$ cat config.mk
export PLATFORM = sky130hd
export DESIGN_NAME = stg_if
export DESIGN_NICKNAME = d
export VERILOG_FILES = /design/src/rtl/stg_if.sv
export SDC_FILE = /design/constraint.sdc
export NUM_CORES = 1
export LEC_CHECK = 0
export ABC_AREA = 1
export CAP_MARGIN = 25
export CORE_UTILIZATION = 44
export CTS_CLUSTER_DIAMETER = 40
export CTS_CLUSTER_SIZE = 12
export DETAILED_ROUTE_END_ITERATION = 6
export GPL_TIMING_DRIVEN = 1
export HOLD_SLACK_MARGIN = 0.05
export PLACE_DENSITY = 0.83
export SLEW_MARGIN = 10
export SYNTH_ARGS = -nofsm -noshare
export SYNTH_HDL_FRONTEND = slang
export SYNTH_SLANG_ARGS = --single-unit
$ cat constraint.sdc
create_clock -name iw_clk -period 3.4 [get_ports iw_clk]
set_input_delay 0.85 -clock iw_clk [delete_from_list [all_inputs] [get_ports iw_clk]]
set_output_delay 0.85 -clock iw_clk [all_outputs]
set_load 0.01 [all_outputs]
$ cat src/rtl/stg_if.sv
// Instruction-fetch stage of the diad pipeline.
// Sits between the instruction-address stage (IAIF boundary) and decode
// (IFID boundary). The PC from IA goes straight to a synchronous instruction
// memory, and the word that comes back one cycle later is steered onto the
// IFID boundary together with the registered PC. Downstream stalls freeze
// the boundary, and flushes turn the in-flight fetch into a bubble.
module stg_if #(
    parameter int unsigned         PC_W      = 24,
    parameter int unsigned         INSTR_W   = 24,
    parameter logic [INSTR_W-1:0]  NOP_INSTR = '0,
    parameter int unsigned         CNT_W     = 32
) (
    input  logic               iw_clk,
    input  logic               iw_rst,
    // IAIF boundary
    input  logic [PC_W-1:0]    iw_pc,
    input  logic               iw_valid,
    // pipeline control
    input  logic               iw_stall,
    input  logic               iw_flush,
    // instruction memory
    output logic [PC_W-1:0]    ow_imem_addr,
    output logic               ow_imem_en,
    input  logic [INSTR_W-1:0] iw_imem_data,
    // IFID boundary
    output logic [PC_W-1:0]    ow_pc,
    output logic [INSTR_W-1:0] ow_instr,
    output logic               ow_valid,
    // backpressure and statistics
    output logic               ow_ia_stall,
    output logic [CNT_W-1:0]   ow_fetch_cnt
);

    localparam logic [CNT_W-1:0] CNT_ONE = CNT_W'(1);

    // IFID boundary state
    logic [PC_W-1:0]    r_pc;
    logic               r_valid;
    // Copy of the memory word taken on the first stalled edge; the memory
    // output is not guaranteed to stay put once its enable has dropped.
    logic               r_held;
    logic [INSTR_W-1:0] r_hold;
    // Instructions consumed by ID since reset
    logic [CNT_W-1:0]   r_cnt;

    // The counter advances when the stage advances while holding a real
    // instruction, i.e. when ID takes the current IFID contents.
    logic               consume;

    // Request a read whenever IA has a real PC and nothing downstream stalls;
    // reset gates the enable so no read is issued while reset is asserted.
    always_comb begin
        ow_imem_addr = iw_pc;
        ow_imem_en   = iw_valid & ~iw_stall & ~iw_rst;
        ow_ia_stall  = iw_stall;
    end

    assign consume = ~iw_flush & ~iw_stall & r_valid;

    // PC/valid pipeline register: flush loads a bubble, stall freezes, otherwise advance.
    always_ff @(posedge iw_clk or posedge iw_rst) begin
        if (iw_rst) begin
            r_pc    <= '0;
            r_valid <= 1'b0;
        end else if (iw_flush) begin
            r_pc    <= iw_pc;
            r_valid <= 1'b0;
        end else if (!iw_stall) begin
            r_pc    <= iw_pc;
            r_valid <= iw_valid;
        end
    end

    // Hold register: capture the memory word on the first stalled edge, keep it
    // for the rest of the stall, and drop it on flush or on the next advance.
    always_ff @(posedge iw_clk or posedge iw_rst) begin
        if (iw_rst) begin
            r_held <= 1'b0;
            r_hold <= NOP_INSTR;
        end else if (iw_flush) begin
            r_held <= 1'b0;
        end else if (iw_stall) begin
            if (!r_held) begin
                r_hold <= iw_imem_data;
                r_held <= 1'b1;
            end
        end else begin
            r_held <= 1'b0;
        end
    end

    // Delivered-instruction counter, wrapping naturally at 2^CNT_W.
    always_ff @(posedge iw_clk or posedge iw_rst) begin
        if (iw_rst) begin
            r_cnt <= '0;
        end else if (consume) begin
            r_cnt <= r_cnt + CNT_ONE;
        end
    end

    // IFID instruction select: bubble, then held copy, then live memory data.
    always_comb begin
        ow_instr = iw_imem_data;
        if (!r_valid) begin
            ow_instr = NOP_INSTR;
        end else if (r_held) begin
            ow_instr = r_hold;
        end
    end

    assign ow_pc        = r_pc;
    assign ow_valid     = r_valid;
    assign ow_fetch_cnt = r_cnt;

endmodule
==> results of run 1 <==
## cells by family after synthesis
kind of cell             count (synthesis)  synth area share
adder cells (fa/ha/maj)                  1           0.00297
AND/OR/NAND/NOR                        277             0.301
XOR/XNOR                                17            0.0372
flip-flops                              82             0.488
multiplexers                            24            0.0571
AO/OA/AOI/OAI                           25            0.0297
buffers and inverters                   67            0.0844
## worst min-delay path, cell delays in order, from the launching register on
cell	delay, ns
dfrtp_1	0.35
nand2_1	0.05
nand2_1	0.06
## metal layers
layer	share of wire	global-route usage	wire length, um	vias up
li1	-	-	-	1789
met1	0.42	0.269	4170	1684
met2	0.49	0.342	4830	121
met3	0.066	0.0467	658	21
met4	0.026	0.0962	255	0
met5	0	0	0	-
## state kept, by name, indices dropped and copies added, names as in the netlist
register,cells
ow_fetch_cnt,32
ow_pc,24
ow_valid,1
r_held,1
r_hold,24
## power by group through the flow
stage,Clock (mW),Sequential (mW),Combinational (mW)
global route,0.771,1.14,0.488
global placement,0,1.13,0.436
detailed placement,0,1.14,0.448
CTS,0.715,1.12,0.450
floorplan,0,1.15,0.202
finish,0.700,1.12,0.442
## layout make-up
type	instances	area share
Sequential cell	82	0.345
Multi-Input combinational cell	344	0.303
Timing Repair Buffer	164	0.276
Tap cell	129	0.0271
Clock buffer	10	0.0231
Inverter	28	0.0179
Clock inverter	5	0.00924
## placed cells by master, fill, tap and decap left out
cell,count
a21oi_1,1
buf_12,1
buf_4,4
bufinv_16,1
clkbuf_8,10
clkdlybuf4s50_1,159
clkinv_2,3
clkinvlp_4,2
dfrtp_1,82
ha_1,1
inv_1,24
inv_2,3
mux2i_1,24
nand2_1,176
nand2_2,4
nand2_4,2
nand3_1,16
nand3_2,1
nand3_4,2
nand3b_1,7
nand4_1,2
nor2_1,50
nor2_2,2
nor2_4,6
nor2_8,3
nor3_1,5
nor3_4,1
o21ai_1,24
xnor2_1,8
xor2_1,8
xor2_2,1
## worst max-delay path by stage
| stage | start | endpoint |
|---|---|---|
| 2_1_floorplan | iw_rst | ow_fetch_cnt[0] |
| 3_3_place_gp | iw_stall | ow_imem_en |
| 3_5_place_dp | iw_stall | ow_imem_en |
| 4_1_cts | iw_stall | ow_imem_en |
| 5_1_grt | iw_stall | ow_imem_en |
| 6_report | iw_stall | ow_imem_en |
==> metrics.yaml, run 1 <==
power_and_ir_drop:
  p_leak_nw: 2.75
  switchingPower_uw: 614
  p_per_area_nw_per_um2: 380
  combPwrFrac: 0.195
  ir_drop_v: 0.000182
  power_mw: 2.27
  pwr-share-clk: 0.309
  p_sw_frac: 0.271
  seqPwrFrac: 0.496
  internal_power_mw: 1.65
clock_tree:
  postCtsHoldBufs: 0
  cts_tree: "done"
  htree_levels: 3
  cts_setup_buffers: 0
  cts.clk_slew.worst_paths_ns: 0.07
  clkSinkCount: 82
  cts_buffers: 9
  clock_latency_ns: 0.35
  ctsResizeCount: 0
  max-clock-path-buffers: 2
  cts-root-buf: "clkbuf_8"
sta:
  hold_viol: 0
  fin_crit_sh: 0.915
  tightestPinTransition_ns: 0.818
  fin_setup_tns_ns: 0
  setup_slack_ns: 0.290
  finalCriticalPeriod_ns: 3.11
  slew_headroom: 0.454
  fmax_ghz: 0.322
  whs_ns: 0.487
  clock_skew_ns: 0.0140
  setup_viol: 0
  grt_setup_unrepaired: "no"
  finalMaxSlewViolations: 0
worst_setup_path:
  cp-start-kind: "input port"
  rr_startpoint: "ow_fetch_cnt[0]"
  cp_num_cells: 5
  max_stage_delay_ns: 0.55
  worstPathArrival_ns: 2.26
  worst-path-buf-inv: 3
  regToRegSetupSlack_ns: 1.93
  crit_type: "input port to output port"
  cp-end-kind: "output port"
  path_max_fanout: 4
  critical_path.cell_chain: "clkdlybuf4s50_1 -> inv_2 -> nand2_1 -> nor2_1 -> clkdlybuf4s50_1"
  crit_top_cell: "clkdlybuf4s50_1"
  crit_family: "buffers and inverters"
  r2r-end: "ow_fetch_cnt[26]"
  required_ns: 2.55
  rr_worst_depth: 8
  critPathSlowestCell: "clkdlybuf4s50_1"
layout:
  fin_util: 0.645
  multi_input_area_um2: 1800
  final_nets: 683
  syn_to_final_growth_pct: 41.5
  stdcell_area_um2: 5960
  diodes: 0
  fillers: 784
  seq_area_um2: 2050
  drive_above_1_share: 0.0727
  final_cell_count_no_fill: 762
placement:
  dp.final_hpwl_um: 7430
  pre_cts_slack_ns: 0.307
  place_congestion: 0.859
  port_buffers: 159
  dpl_cell_area_um2: 5760
  dp.cells: 747
synthesis:
  postSynthCellCount: 493
  yosysMostFrequentCell: "nand2_1"
  synth_edf_count: 0
  synth.area.top_cells: "dfrtp_1, nand2_1, mux2i_1, buf_4, nor2_1"
  async_flop_share: 1.00
  synth_top_area_cell: "dfrtp_1"
  synthesis.area_um2: 4210
  synth_nets: 547
  synth_common_cells: "nand2_1, dfrtp_1, nor2_1"
  ys_warn_count: 0
  synth_top_area_frac: 0.488
  netlist-cell-type-count: 27
  postSynthAreaPerCell_um2: 8.54
  ys_ff_latch: 82
  synth_top_flop_cell: "dfrtp_1"
  seq_area_frac_synth: 0.488
outcome:
  status: "complete, no violations"
routing:
  drcViolationCount: 0
  wl_per_cell_um: 13.0
  ant_nets: 0
  dr_total_vias: 3615
  first_pass_iters: 4
  vias_per_cell: 4.74
  wl_um: 9910
  drt_iter0_drc: 163
worst_hold_path:
  min_path_cells: 2
  hold_path_end: "ow_pc[1]"
  hold_start: "ow_pc[1]"
  hp-class: "flip-flop to flip-flop"
grt:
  grt_pass1_vias: 3553
  grt_max_degree: 73
  overflow: 0
  grt_usage: 0.211
  grt_pass1_wl_um: 16600
  antenna_found_initial: 0
floorplan:
  design.portCount: 160
  core_area_um2: 9240
  die-width_um: 99.8
  dieArea_um2: 9960
  die_h_um: 99.8
  num_rows: 35
  start_util: 0.456
job:
  drv_cap: 0
No activity file was read; power rests on OpenSTA's default activity.
==> run 2: changes to the inputs <==
--- a/config.mk
+++ b/config.mk
@@ -14,7 +14,7 @@
 export GPL_TIMING_DRIVEN = 1
 export HOLD_SLACK_MARGIN = 0.05
 export PLACE_DENSITY = 0.83
-export SLEW_MARGIN = 10
+export SETUP_SLACK_MARGIN = 0.2
 export SYNTH_ARGS = -nofsm -noshare
 export SYNTH_HDL_FRONTEND = slang
 export SYNTH_SLANG_ARGS = --single-unit
==> results of run 2 <==
The final DEF is identical to that of run 1; final timing and power are the same.
==> patch 1 (config.mk and constraints of run 2) <==
Set the parameter `PC_W` to 32 (it was 24).
--- a/src/rtl/stg_if.sv
+++ b/src/rtl/stg_if.sv
@@ -7,3 +7,3 @@
 module stg_if #(
-    parameter int unsigned         PC_W      = 24,
+    parameter int unsigned         PC_W      = 32,
     parameter int unsigned         INSTR_W   = 24,
Ports: changed (resized iw_pc, ow_imem_addr and ow_pc); port bits go from 160 to 184. The function was not compared with the original's and may differ.
==> patch 1 against run 2 <==
Non-clock buffer count increased by 25; wire length increased by 17%; design area increased by 8.4%; setup slack improved by 0.12 ns; register-to-register slack got worse by 0.19 ns; power increased by 9.7%; synthesized area increased by 7.1%; sequential power increased by 9.8%; sequential cell count increased by 8; critical path type unchanged; largest power group unchanged.
==> patch 1: results (changes against run 2) <==
- LEAKAGE: 0.00291 uW (+5.7%)
- Sequential element share of the synthesized area: 50.0% (+1.2 points)
- Compound-Gate Fraction of Synth Area: 3.11% (+0.14 points)
- Starting DRC count in detailed routing: 168 (+3.1%)
- IO Port Bufs: 183 (+15%)
- Maximum vdd drop: 0.247 mV (+35%)
- Crit path arrival time: 2.14 ns (-0.12 ns)
- Total track usage: 22.5% (+1.4 points)
- Hold EP: ow_pc[2]
- Synth Net Count: 587 (+7.3%)
- Share of layout cells above drive strength 1: 6.76% (-0.50 points)
- Hold Startpoint: ow_pc[2]
- Status: finished clean
- Vias per Instance: 4.93 (+4.0%)
- Top cells by area, synth: dfrtp_1 (50%), nand2_1 (16%), buf_4 (5.5%), mux2i_1 (5.3%), nor2_1 (4.0%)
- Final-layout fill cell count: 786 (+0.26%)
- Vias in the first global route: 3,876 (+9.1%)
- R2R Setup Slk: 1.74 ns (-0.19 ns)
- P_comb: 492 uW (+11%)
- Post-DP HPWL: 8850 um (+19%)
- Pre-CTS setup slack: 0.417 ns (+0.110 ns)
- Routability cong.: 0.886 (+3.2%)
- Sequential share of power: 49.3% (-0.3 points)
- Pin count of the biggest net entering global routing: 67 (-8.2%)
- Switching part of the total power: 26.4% (-0.73 points)
- Fraction of synthesized cell area in xor and xnor cells: 3.89% (+0.17 points)
- Post-layout net count: 737 (+7.9%)
patch 1: cell types whose count changed in the layout (fill, tap and decap cells not counted), moves of 3 or more:
cell             change
o21ai_0              +3
nor2_2               +4
nor2_8               -3
nand3b_1             -3
nand3_1              -6
nor3_1               +3
nand4_1              +7
dfrtp_1              +8
clkdlybuf4s50_1     +24
nand2_1             +12
inv_1                -3
patch 1: layout make-up:
type | count | area (sq um) | share of cell area (%)
clock buffer | 12 | 165 | 2.56
clock inverter | 4 | 48.8 | 0.756
inverter | 24 | 92.6 | 1.43
multi-input combinational | 361 | 1830 | 28.4
sequential | 90 | 2250 | 34.9
tap | 133 | 166 | 2.58
timing repair buffer | 189 | 1900 | 29.4
patch 1: per-layer routing:
layer	GRT usage [%]	vias up	part of all wire (%)
li1	-	1935	-
met1	26.9	1905	42
met2	39.7	148	50
met3	4.50	23	5.5
met4	9.10	0	2.3
met5	0	-	0
patch 1: logic make-up after synthesis:
group	after synthesis
buffers and inverters	74
AOI/OAI and AO/OA	28
DFF	90
xor gates and xnor gates	20
adders and majority gates	1
and+or+nand+nor	288
muxes	24
patch 1: per-stage QoR:
stage               cell area [sq um]  cells  util, %
detailed placement               6240    797     63.3
global placement                 6220    796     63.1
floorplan                        4510    525        -
finish                           6460    813     65.5
CTS                              6460    813     65.5
global route                     6460    813     65.5
patch 1: worst max-delay path by stage:
stage                  start         endpoint  cells past startpoint
finish              iw_stall       ow_imem_en                      5
global route        ow_valid      ow_instr[7]                      3
CTS                 iw_stall       ow_imem_en                      5
detailed placement  iw_stall       ow_imem_en                      5
global placement    iw_stall       ow_imem_en                      5
floorplan             iw_rst  ow_fetch_cnt[0]                      1
==> patch 2 (settings of run 2) <==
Made on the original files. Register the output `ow_fetch_cnt` once more, without a reset; this adds one clock of latency there. The other outputs are not delayed to match.
--- a/src/rtl/stg_if.sv
+++ b/src/rtl/stg_if.sv
@@ -112,3 +112,5 @@
     assign ow_valid     = r_valid;
-    assign ow_fetch_cnt = r_cnt;
+    always_ff @(posedge iw_clk) begin
+        ow_fetch_cnt <= r_cnt;
+    end
 
Formal check against the unedited RTL: not equivalent (a bounded check fails within 4 cycles, from zero or initial values and one cycle with iw_rst high).
==> patch 2 against run 2 <==
Sequential cell count up 32; wire length up 21%; power up 62%; synthesized cell count up 7.5%; utilization up 2.1 points; setup slack worse by 0.020 ns; synthesized area up 15%; design area up 17%; largest cell class unchanged; highest routed layer unchanged.
==> patch 2: results (changes against run 2) <==
- Status: finished clean
- Synth Net Count: 584 (+6.8%)
- Post-synth top area share: 42.5% (-6.2 points)
- Max-slew headroom: 50.9% (+5.5 points)
- DR pass1 iterations: 5 (+1)
- Diode count: 0 (unchanged)
- Sequential element share of the synthesized area: 55.8% (+7.1 points)
- Synth Flop Type: dfrtp_1
- Routability cong.: 0.874 (+1.8%)
- Share of layout cells above drive strength 1: 9.32% (+2.0 points)
- Clock Path Buffers: 2 (unchanged)
- Starting DRC count in detailed routing: 277 (+70%)
- Crit path arrival time: 2.28 ns (+0.02 ns)
- R2R Setup Slk: 1.85 ns (-0.08 ns)
- Total track usage: 22.3% (+1.2 points)
- IO Port Bufs: 159 (unchanged)
- Reg-to-Reg End: r_cnt[9]
- Vias in the first global route: 4,059 (+14%)
- Ys async rst share: 71.9% (-28 points)
- Library cells used by synthesis: 27 (unchanged)
- Worst Hold Depth: 0 (-2)
- Reg clk slew, reported paths: 0.06 ns
- Maximum vdd drop: 0.350 mV (+92%)
- FF-to-FF Start: ow_valid
- Cell count after placement: 791 (+5.9%)
- First-pass GRT wire length: 19,600 um (+18%)
- Synth cell count leaders: nand2_1 (174), dfrtp_1 (82), nor2_1 (53), dfxtp_1 (32), inv_1 (27)
- LEAKAGE: 0.00308 uW (+12%)
- Setup Buffers After CTS: 0 (unchanged)
- Post-layout net count: 728 (+6.6%)
- Detailed Route WL: 12,000 um (+21%)
- Cells on worst reg2reg path: 7 (-1)
- Post-Syn Area per Cell: 9.10 sq um (+6.6%)
- Hold EP: ow_fetch_cnt[0]
- Clk_skew: 0.00915 ns (-0.00480 ns)
- Antenna violations before repair: 0 (unchanged)
- Worst-skew pair later-pin latency: 0.51 ns (+0.16 ns)
- Num CTS Buffers: 17 (+8)
- Top cells by area, synth: dfrtp_1 (43%), nand2_1 (14%), dfxtp_1 (13%), mux2i_1 (5.0%), nor2_1 (4.1%)
- Layout Cells excl Fill: 823 (+8.0%)
- Final-layout fill cell count: 812 (+3.6%)
- Hold Startpoint: r_cnt[0]
- Synth warnings: 0 (unchanged)
- H-tree lvl count: 4 (+1)
- Top flop regs: ow_fetch_cnt x32, r_cnt x32
- Post-DP HPWL: 8530 um (+15%)
- Pin count of the biggest net entering global routing: 51 (-30%)
- Clock root buffer: clkbuf_8
- Via count: 4,014 (+11%)
==> patch 2: worst max-delay path by stage <==
stage | start | endpoint | slack [ns] | depth (start not counted)
4_1_cts | iw_stall | ow_imem_en | 0.28 | 5
3_3_place_gp | iw_stall | ow_imem_en | 0.35 | 5
5_1_grt | ow_valid | ow_instr[3] | 0.20 | 3
6_report | iw_stall | ow_imem_en | 0.27 | 5
2_1_floorplan | iw_rst | ow_pc[0] | 0.44 | 1
3_5_place_dp | iw_stall | ow_imem_en | 0.29 | 5
==> patch 2: layer usage <==
layer,wire length (um),GRT usage [%],vias to the layer above
met2,6140,38.7,155
met5,0,0,-
li1,-,-,1928
met4,99,6.46,0
met3,787,6.32,12
met1,5000,26.9,1919
==> patch 2: logic make-up (layout without fill, tap and decap cells) <==
| logic type | after synthesis | after routing | synth area share (%) |
|---|---|---|---|
| flip-flops | 114 | 114 | 55.8 |
| AO/OA/AOI/OAI | 26 | 26 | 2.75 |
| multiplexers | 24 | 24 | 4.98 |
| AND/OR/NAND/NOR | 278 | 278 | 25.5 |
| XOR/XNOR | 17 | 17 | 3.09 |
| buffers and inverters | 70 | 227 | 7.60 |
| adder cells (fa/ha/maj) | 1 | 1 | 0.259 |
==> patch 2: critical path, cell delays in order <==
cell             delay (ns)
clkdlybuf4s50_1        0.52
inv_2                  0.17
nand2_1                0.09
nor2_1                 0.11
clkdlybuf4s50_1        0.54
==> patch 2: metrics by stage <==
stage / hold slack, ns / utilization, % / worst slack, ns / instance area (sq um) / total power (uW)
finish: 0.408 / 66.6 / 0.270 / 6970 / 3670
global route: 0.422 / 66.6 / 0.204 / 6970 / 3820
CTS: 0.409 / 66.6 / 0.283 / 6970 / 3710
detailed placement: 0.399 / 61.0 / 0.291 / 6390 / 2000
global placement: 0.388 / 61.0 / 0.352 / 6390 / 1980
floorplan: 0.368 / - / 0.442 / 4820 / 1750
==> patch 2: final cells by class <==
class                      instances  area (sq um)  area share [%]
clock buffer                      18           428            6.14
inverter                          31           118            1.69
timing repair buffer             164          1640            23.6
multi-input combinational        346          1760            25.3
clock inverter                    14           154            2.21
tap                              136           170            2.44
sequential                       114          2690            38.6
==> patch 2: power by group <==
group          switching [uW]  total, uW  internal (uW)
clock network             631       1700           1070
logic                     211        452            242
registers                62.4       1520           1460
total                     903       3670           2770
